--- src/rtl/fairy_muldiv_ctrl_if.sv ---
// Execute-stage interface of the fairy HI/LO multiply/divide sequencer.
// Request, flush and MTHI/MTLO signals come in; busy, done and HI/LO go out.
interface fairy_muldiv_ctrl_if;
    logic        start_i;
    logic [1:0]  op_i;
    logic [31:0] rs_i;
    logic [31:0] rt_i;
    logic        cancel_i;
    logic        mthi_i;
    logic        mtlo_i;
    logic [31:0] wdata_i;
    logic        busy_o;
    logic        done_o;
    logic [31:0] hi_o;
    logic [31:0] lo_o;

    modport master (
        output start_i, op_i, rs_i, rt_i, cancel_i, mthi_i, mtlo_i, wdata_i,
        input  busy_o, done_o, hi_o, lo_o
    );

    modport slave (
        input  start_i, op_i, rs_i, rt_i, cancel_i, mthi_i, mtlo_i, wdata_i,
        output busy_o, done_o, hi_o, lo_o
    );
endinterface

--- src/rtl/fairy_muldiv_ctrl.sv ---
// HI/LO owner: registered multiplier plus 32-step restoring divider.
// Optional MULDIV_BUSY_CNT_EN adds a saturating busy-cycle counter output.
//
// state    | meaning
// IDLE     | HI/LO writable by MTHI/MTLO, accepting start
// MUL      | product held, down-counting to HI/LO update
// DIV_ITER | one restoring-divide step per clock
// DIV_FIX  | sign correction and HI/LO update
module fairy_muldiv_ctrl #(
    parameter int MUL_CYCLES = 2,
    parameter int DIV_ITERS  = 32
) (
    input  logic                clk,
    input  logic                reset_n,
    fairy_muldiv_ctrl_if.slave  bus
`ifdef MULDIV_BUSY_CNT_EN
    ,
    output logic [31:0]         busy_cnt_o
`endif
);

    typedef enum logic [1:0] {
        IDLE     = 2'd0,
        MUL      = 2'd1,
        DIV_ITER = 2'd2,
        DIV_FIX  = 2'd3
    } state_t;

    localparam logic [4:0] MUL_LOAD = 5'(MUL_CYCLES - 1);
    localparam logic [4:0] DIV_LOAD = 5'(DIV_ITERS - 1);

    state_t      state_q, state_d;
    logic [4:0]  cnt_q;
    logic [63:0] prod_q;
    logic [31:0] rem_q;
    logic [31:0] quo_q;
    logic [31:0] dvs_q;
    logic [31:0] rs_q;
    logic        q_neg_q;
    logic        r_neg_q;
    logic        dz_q;
    logic [31:0] hi_q;
    logic [31:0] lo_q;
    logic        done_q;

    logic        accept;
    logic        commit_mul;
    logic        commit_div;
    logic        sgn;
    logic [31:0] rs_abs;
    logic [31:0] rt_abs;
    logic [63:0] mul_a;
    logic [63:0] mul_b;
    logic [63:0] mul_p;
    logic [32:0] rem_sh;
    logic        rem_ge;
    logic [31:0] rem_nx;
    logic [31:0] quo_fix;
    logic [31:0] rem_fix;

    assign accept = (state_q == IDLE) && bus.start_i && !bus.cancel_i;

    always_ff @(posedge clk or negedge reset_n) begin
        if (!reset_n) begin
            state_q <= IDLE;
        end else begin
            state_q <= state_d;
        end
    end

    // Cancel takes priority over every completion path.
    always_comb begin
        state_d    = state_q;
        commit_mul = 1'b0;
        commit_div = 1'b0;
        case (state_q)
            IDLE: begin
                if (accept) begin
                    state_d = bus.op_i[1] ? DIV_ITER : MUL;
                end
            end
            MUL: begin
                if (bus.cancel_i) begin
                    state_d = IDLE;
                end else if (cnt_q == 5'd0) begin
                    state_d    = IDLE;
                    commit_mul = 1'b1;
                end
            end
            DIV_ITER: begin
                if (bus.cancel_i) begin
                    state_d = IDLE;
                end else if (cnt_q == 5'd0) begin
                    state_d = DIV_FIX;
                end
            end
            DIV_FIX: begin
                state_d = IDLE;
                if (!bus.cancel_i) begin
                    commit_div = 1'b1;
                end
            end
            default: state_d = IDLE;
        endcase
    end

    // op_i[0]=0 selects the signed variant for both multiply and divide.
    always_comb begin
        sgn    = ~bus.op_i[0];
        rs_abs = (sgn && bus.rs_i[31]) ? (~bus.rs_i + 32'd1) : bus.rs_i;
        rt_abs = (sgn && bus.rt_i[31]) ? (~bus.rt_i + 32'd1) : bus.rt_i;
        mul_a  = {{32{sgn & bus.rs_i[31]}}, bus.rs_i};
        mul_b  = {{32{sgn & bus.rt_i[31]}}, bus.rt_i};
        mul_p  = mul_a * mul_b;
    end

    // Remainder stays below the divisor, so a non-taken step never sets bit 32.
    always_comb begin
        rem_sh  = {rem_q, quo_q[31]};
        rem_ge  = (rem_sh >= {1'b0, dvs_q});
        rem_nx  = rem_ge ? 32'(rem_sh - {1'b0, dvs_q}) : rem_sh[31:0];
        quo_fix = q_neg_q ? (~quo_q + 32'd1) : quo_q;
        rem_fix = r_neg_q ? (~rem_q + 32'd1) : rem_q;
    end

    always_ff @(posedge clk or negedge reset_n) begin
        if (!reset_n) begin
            cnt_q   <= 5'd0;
            prod_q  <= 64'd0;
            rem_q   <= 32'd0;
            quo_q   <= 32'd0;
            dvs_q   <= 32'd0;
            rs_q    <= 32'd0;
            q_neg_q <= 1'b0;
            r_neg_q <= 1'b0;
            dz_q    <= 1'b0;
        end else if (accept) begin
            rs_q <= bus.rs_i;
            if (bus.op_i[1]) begin
                rem_q   <= 32'd0;
                quo_q   <= rs_abs;
                dvs_q   <= rt_abs;
                q_neg_q <= sgn & (bus.rs_i[31] ^ bus.rt_i[31]);
                r_neg_q <= sgn & bus.rs_i[31];
                dz_q    <= (bus.rt_i == 32'd0);
                cnt_q   <= DIV_LOAD;
            end else begin
                prod_q <= mul_p;
                cnt_q  <= MUL_LOAD;
            end
        end else if (state_q == MUL) begin
            if (cnt_q != 5'd0) begin
                cnt_q <= cnt_q - 5'd1;
            end
        end else if (state_q == DIV_ITER) begin
            rem_q <= rem_nx;
            quo_q <= {quo_q[30:0], rem_ge};
            if (cnt_q != 5'd0) begin
                cnt_q <= cnt_q - 5'd1;
            end
        end
    end

    // MT writes only land in IDLE; commits only happen leaving a busy state.
    always_ff @(posedge clk or negedge reset_n) begin
        if (!reset_n) begin
            hi_q   <= 32'd0;
            lo_q   <= 32'd0;
            done_q <= 1'b0;
        end else begin
            done_q <= commit_mul | commit_div;
            if (state_q == IDLE) begin
                if (bus.mthi_i) begin
                    hi_q <= bus.wdata_i;
                end
                if (bus.mtlo_i) begin
                    lo_q <= bus.wdata_i;
                end
            end
            if (commit_mul) begin
                hi_q <= prod_q[63:32];
                lo_q <= prod_q[31:0];
            end
            if (commit_div) begin
                if (dz_q) begin
                    hi_q <= rs_q;
                    lo_q <= 32'hFFFF_FFFF;
                end else begin
                    hi_q <= rem_fix;
                    lo_q <= quo_fix;
                end
            end
        end
    end

    assign bus.busy_o = (state_q != IDLE);
    assign bus.done_o = done_q;
    assign bus.hi_o   = hi_q;
    assign bus.lo_o   = lo_q;

`ifdef MULDIV_BUSY_CNT_EN
    always_ff @(posedge clk or negedge reset_n) begin
        if (!reset_n) begin
            busy_cnt_o <= 32'd0;
        end else if ((state_q != IDLE) && (busy_cnt_o != 32'hFFFF_FFFF)) begin
            busy_cnt_o <= busy_cnt_o + 32'd1;
        end
    end
`endif

endmodule
--- src/flat_wrapper.sv ---
// flat-port wrapper written by rule: the top's interface ports become plain ports
module fairy_muldiv_ctrl_flat 
#(
    parameter int MUL_CYCLES = 2,
    parameter int DIV_ITERS  = 32
)
  (clk, reset_n, bus_start_i, bus_op_i, bus_rs_i, bus_rt_i, bus_cancel_i, bus_mthi_i, bus_mtlo_i, bus_wdata_i, bus_busy_o, bus_done_o, bus_hi_o, bus_lo_o);
  fairy_muldiv_ctrl_if bus_i ();
  input  logic clk;
  input  logic reset_n;
  input wire logic [$bits(bus_i.start_i)-1:0] bus_start_i;
  input wire logic [$bits(bus_i.op_i)-1:0] bus_op_i;
  input wire logic [$bits(bus_i.rs_i)-1:0] bus_rs_i;
  input wire logic [$bits(bus_i.rt_i)-1:0] bus_rt_i;
  input wire logic [$bits(bus_i.cancel_i)-1:0] bus_cancel_i;
  input wire logic [$bits(bus_i.mthi_i)-1:0] bus_mthi_i;
  input wire logic [$bits(bus_i.mtlo_i)-1:0] bus_mtlo_i;
  input wire logic [$bits(bus_i.wdata_i)-1:0] bus_wdata_i;
  output wire logic [$bits(bus_i.busy_o)-1:0] bus_busy_o;
  output wire logic [$bits(bus_i.done_o)-1:0] bus_done_o;
  output wire logic [$bits(bus_i.hi_o)-1:0] bus_hi_o;
  output wire logic [$bits(bus_i.lo_o)-1:0] bus_lo_o;
  assign bus_i.start_i = bus_start_i;
  assign bus_i.op_i = bus_op_i;
  assign bus_i.rs_i = bus_rs_i;
  assign bus_i.rt_i = bus_rt_i;
  assign bus_i.cancel_i = bus_cancel_i;
  assign bus_i.mthi_i = bus_mthi_i;
  assign bus_i.mtlo_i = bus_mtlo_i;
  assign bus_i.wdata_i = bus_wdata_i;
  assign bus_busy_o = bus_i.busy_o;
  assign bus_done_o = bus_i.done_o;
  assign bus_hi_o = bus_i.hi_o;
  assign bus_lo_o = bus_i.lo_o;
  fairy_muldiv_ctrl #(.MUL_CYCLES(MUL_CYCLES), .DIV_ITERS(DIV_ITERS)) u_core (.clk(clk), .reset_n(reset_n), .bus(bus_i));
endmodule
--- config.mk ---
export PLATFORM = sky130hd
export DESIGN_NAME = fairy_muldiv_ctrl_flat
export DESIGN_NICKNAME = d
export VERILOG_FILES = /design/src/rtl/fairy_muldiv_ctrl_if.sv /design/src/rtl/fairy_muldiv_ctrl.sv /design/src/flat_wrapper.sv
export SDC_FILE = /design/constraint.sdc
export NUM_CORES = 2
export LEC_CHECK = 0
export CAP_MARGIN = 20
export CORE_MARGIN = 2
export CORE_UTILIZATION = 60
export DETAILED_ROUTE_END_ITERATION = 16
export MAX_ROUTING_LAYER = met4
export PLACE_DENSITY = 0.87
export SYNTH_ARGS = -nofsm -noshare
export SYNTH_HDL_FRONTEND = slang
export SYNTH_SLANG_ARGS = --single-unit
--- constraint.sdc ---
create_clock -name clk -period 5.6 [get_ports clk]
set_input_delay 1.12 -clock clk [delete_from_list [all_inputs] [get_ports clk]]
set_output_delay 1.12 -clock clk [all_outputs]
set_load 0.05 [all_outputs]
==> results of run 1 <==
==> logic make-up after synthesis <==
family | count (synthesis)
AOI/OAI and AO/OA | 791
muxes | 31
and+or+nand+nor | 1878
DFF | 267
xor gates and xnor gates | 214
buffers and inverters | 1550
adders and majority gates | 1381
==> synthesized netlist by cell type, types with 4 or more instances <==
cell	instances
a211oi_1	18
nand2_1	1146
or4_1	11
a21o_1	74
inv_1	1157
buf_1	51
o21bai_1	20
o41ai_1	16
o31ai_1	33
buf_2	7
nor2_1	153
nand3_1	41
o21ai_1	9
xor2_1	102
a211o_1	5
nor3_1	31
nand2b_1	21
a31oi_1	13
o21a_1	14
and3_1	9
o22ai_1	11
o211ai_1	7
nor3b_1	10
mux2i_1	28
o21ai_0	261
a21oi_1	223
dfrtp_1	267
nor4_1	16
a32o_1	6
clkbuf_1	330
nand3b_1	7
ha_1	255
nor2b_1	14
xnor2_1	112
or3_1	19
a22oi_1	7
a221oi_1	32
buf_4	4
and2_1	361
fa_1	1126
nand4_1	21
==> per-stage QoR <==
step	util [%]	worst slack, ns	cell area [µm²]
2_1_floorplan	-	-3.10	55100
3_3_place_gp	69.6	-3.60	61700
3_5_place_dp	69.6	-3.65	61700
4_1_cts	76.6	-2.50	67900
==> per-layer routing <==
layer / GRT overflow / GRT usage [%]
met2: 121 / 81.7
met3: 4 / 50.6
met5: - / -
met1: 1 / 67.3
met4: 70 / 61.7
==> what timing repair did <==
action,4_1_cts
gates cloned,52
endpoints found under the setup margin,56
pin swaps,330
gates resized for setup,889
buffers inserted,203
==> flow_summary.yaml, run 1 <==
outcome:
  status: "stopped before the end"
  stop_stage: "5_1_grt"
  error: "[ERROR GRT-0232] Routing congestion too high. Check the congestion heatmap in the GUI."
die:
  rows: 109
  die_w_um: 303
  io_pins: 170
  die_h_um: 303
  initial_core_util_pct: 60.7
logic_synthesis:
  synth_compound_area_share_pct: 9.05
  synth-adder-area-share_pct: 47.8
  syn_nets: 7597
  synthMuxAreaShare_pct: 0.584
  synth-simple-area-share_pct: 15.8
  synth.yosys.warnings: 0
  synth.area.top_cells: "fa_1 (42%), dfrtp_1 (12%), inv_1 (8.1%)"
  yosysTopAreaCell: "fa_1"
  synth_area_um2: 53800
  seq_area_frac_synth_pct: 12.4
  postSynth.asyncResetShare_pct: 100
  yosysUniqueCellTypes: 80
  synth_top_family_by_area: "adder cells"
  synth_edf_count: 0
  syn_inst: 6112
  synth_seq_cells: 267
  yosys.area.top_type_share_pct: 41.9
  synth_xor_area_share_pct: 3.48
  ys.flop_type: "dfrtp_1"
  syn_avg_cell_area_um2: 8.80
cts:
  ctsHtreeMaxLevel: 1
  numCtsBuffers: 29
  ctsHoldBuffers: 0
  cts_sinks: 267
  cts_max_path_buffers: 3
  root_buffer: "clkbuf_16"
placed_design:
  dp_cells: 7651
  routabilityCongestion: 1.07
  dp_hpwl_um: 145000
  portBuffers: 169
timing:
  worst-ep-kind: "sequential cell input"
  worstEndpointGrtRepair: "u_core.prod_q[57]$_DFFE_PN0P_/D"
grt:
  overflow: 196
  grt_use_total_pct: 67.0
  grt_max_degree: 122
==> run 2, diff against run 1 <==
CORE_UTILIZATION = 40   (was 60)
MAX_ROUTING_LAYER = not set   (was met4)
PLACE_DENSITY = not set   (was 0.87)
PLACE_DENSITY_LB_ADDON = 0.15   (was not set)
==> run 2 against run 1 <==
  * The flow now finishes, with violations (negative setup slack)
  * Synthesized area is the same
  * Synthesized cell count is the same
==> flow_summary.yaml, run 2 <==
routing:
  ant_nets: 0
  first_pass_iters: 8
  drc: 0
  drt_iter0_drc: 3237
  detail_route.wl_per_cell_um: 23.3
  vias: 44300
  vias_per_cell: 5.23
  wl_um: 197000
logic_synthesis:
  synth_seq_cells: 267
  ys.flop_type: "dfrtp_1"
  synth_area_um2: 53800
  seq_area_frac_synth_pct: 12.4
  synth.area.top_cells: "fa_1 (42%), dfrtp_1 (12%), inv_1 (8.1%)"
  synth_common_cells: "inv_1 (1157), nand2_1 (1146), fa_1 (1126), and2_1 (361), clkbuf_1 (330)"
  yosysUniqueCellTypes: 80
  postSynth.asyncResetShare_pct: 100
  yosysMostFrequentCell: "inv_1"
  syn_nets: 7597
  synth_edf_count: 0
  yosysTopAreaCell: "fa_1"
  syn_avg_cell_area_um2: 8.80
  syn_inst: 6112
  yosys.area.top_type_share_pct: 41.9
  synth.yosys.warnings: 0
cells_and_area:
  mostFrequentLayoutCells: "nand2_1 (1121), inv_1 (1071), fa_1 (1063)"
  seqCellArea_um2: 6680
  largest_reg_flops: 64
  multi_input_area_um2: 43600
  area_growth_pct: 25.2
  design_area_um2: 67400
  nNetsFinal: 8153
  largest_register: "u_core.prod_q"
  fillers: 12700
  drive_above_1_share_pct: 19.6
  final_common_cell: "nand2_1"
worst_hold_path:
  hold_start: "u_core.rs_q[17]"
  hold_class: "flip-flop to flip-flop"
  holdPathEnd: "u_core.rs_q[17]"
  hold_depth: 2
cts:
  cts_max_path_buffers: 3
  clk_latency_ns: 0.56
  cts_tree: "done"
  root_buffer: "clkbuf_16"
  numCtsBuffers: 35
  cts_sinks: 267
  cts.clk_slew.worst_paths_ns: 0.06
  ctsHtreeMaxLevel: 2
die:
  io_pins: 170
  die_w_um: 371
  rows: 134
  die_h_um: 371
  die-area_um2: 137000
  core_area_um2: 133000
  initial_core_util_pct: 40.3
timing:
  timing.final.ws_setup_ns: -2.54
  fin_crit_sh_pct: 145
  period_needed_ns: 8.14
  rsz0062_at_grt: "yes"
  slew-limit-headroom_pct: 33.1
  hold-worst-slack_ns: 0.475
  setup_tns_ns: -93.75
  worst_pin_slew_ns: 1.00
  skew_ns: 0.0279
  setup_viol: 54
  final_hold_viol_count: 0
  finalMaxSlewViolations: 0
  max_freq_ghz: 0.123
grt:
  grt_antenna_before_repair: 10
  grt_max_degree: 122
  grt_pass1_wl_um: 298000
  overflow: 0
  grt_use_total_pct: 29.2
  grt_pass1_vias: 46800
outcome:
  status: "finished, violations left"
  violations: "negative setup slack"
placed_design:
  dp_hpwl_um: 152000
  dpl-instance-area_um2: 62000
  routabilityCongestion: 0.934
  portBuffers: 169
critical_path:
  critical_path_class: "primary input to flip-flop"
  rrSetupSlack_ns: 1.53
  r2r_cells: 12
  cp-end-kind: "flip-flop"
  critPathLaunchType: "primary input"
  path_max_fanout: 7
  r2r-start: "u_core.rem_q[10]"
  startpoint: "bus_rs_i[31]"
  reg2reg_to: "u_core.rem_q[9]"
  critPathRequiredTime_ns: 6.05
  crit_arrival_ns: 8.60
run:
  max_cap_violations: 0
run 2: repair_timing:
action                     in CTS  in global routing
hold buffers                    0                  0
gates resized for setup       547                314
setup buffers                 100                 55
gates cloned                   24                  1
setup endpoints to repair      57                 56
pin swaps                     213                205
run 2: cells by family after synthesis:
family	count (synthesis)	synth area share [%]
simple gates	1878	15.8
buf+inv	1550	10.9
xor+xnor	214	3.48
mux	31	0.584
fa+ha+maj	1381	47.8
flops	267	12.4
compound gates	791	9.05
run 2: worst max path at each step:
| stage | end | slack [ns] | cells past startpoint |
|---|---|---|---|
| 6_report | u_core.prod_q[57] | -2.54 | 28 |
| 5_1_grt | u_core.prod_q[57] | -2.80 | 28 |
| 4_1_cts | u_core.prod_q[57] | -2.55 | 28 |
| 3_5_place_dp | u_core.prod_q[63] | -3.56 | 31 |
| 3_3_place_gp | u_core.prod_q[57] | -3.47 | 28 |
| 2_1_floorplan | u_core.prod_q[57] | -3.10 | 30 |
run 2: final cells by class:
| type | instances | area share, % |
|---|---|---|
| repair buffers | 912 | 13.9 |
| clock buffers | 48 | 1.46 |
| diodes | 8 | 0.0297 |
| multi-input cells | 4295 | 64.7 |
| inverters | 1157 | 6.48 |
| clock inverters | 14 | 0.173 |
| well taps | 1768 | 3.28 |
| flip-flops and latches | 267 | 9.92 |
run 2: per-layer routing:
layer	global-route usage, %	routed length (µm)	up-vias
met3	4.64	13700	341
met4	11.3	9450	2
met1	39.0	82200	22900
li1	-	-	19600
met2	47.6	91800	1407
met5	0	13	-
run 2: through the flow:
| step | cells | util, % | setup WS, ns |
|---|---|---|---|
| after detailed placement | 8249 | 46.5 | -3.56 |
| after global placement | 8249 | 46.5 | -3.47 |
| after CTS | 8422 | 49.5 | -2.55 |
| after global routing | 8464 | 50.5 | -2.80 |
| final | 8469 | 50.5 | -2.54 |
| after floorplan | 6112 | - | -3.10 |
run 2: critical path: stages:
cell        delay [ns]
buf_12            0.10
nor2b_4           0.28
buf_6             0.15
nand2_4           0.05
inv_4             0.05
fa_2              0.46
fa_1              0.52
fa_2              0.61
clkinvlp_4        0.14
fa_1              0.54
inv_2             0.04
fa_1              0.58
fa_2              0.45
fa_1              0.56
inv_1             0.06
fa_1              0.51
inv_2             0.05
ha_4              0.27
nand2_4           0.06
nor4_4            0.36
nand2b_4          0.08
a2111oi_4         0.27
o31ai_4           0.16
a211oi_4          0.28
nor2_2            0.07
o21a_1            0.19
or3_1             0.36
a221oi_2          0.23
Power of run 2 is not shown: default switching activity piles up to over one toggle a cycle in this logic, so the estimate is an artifact.
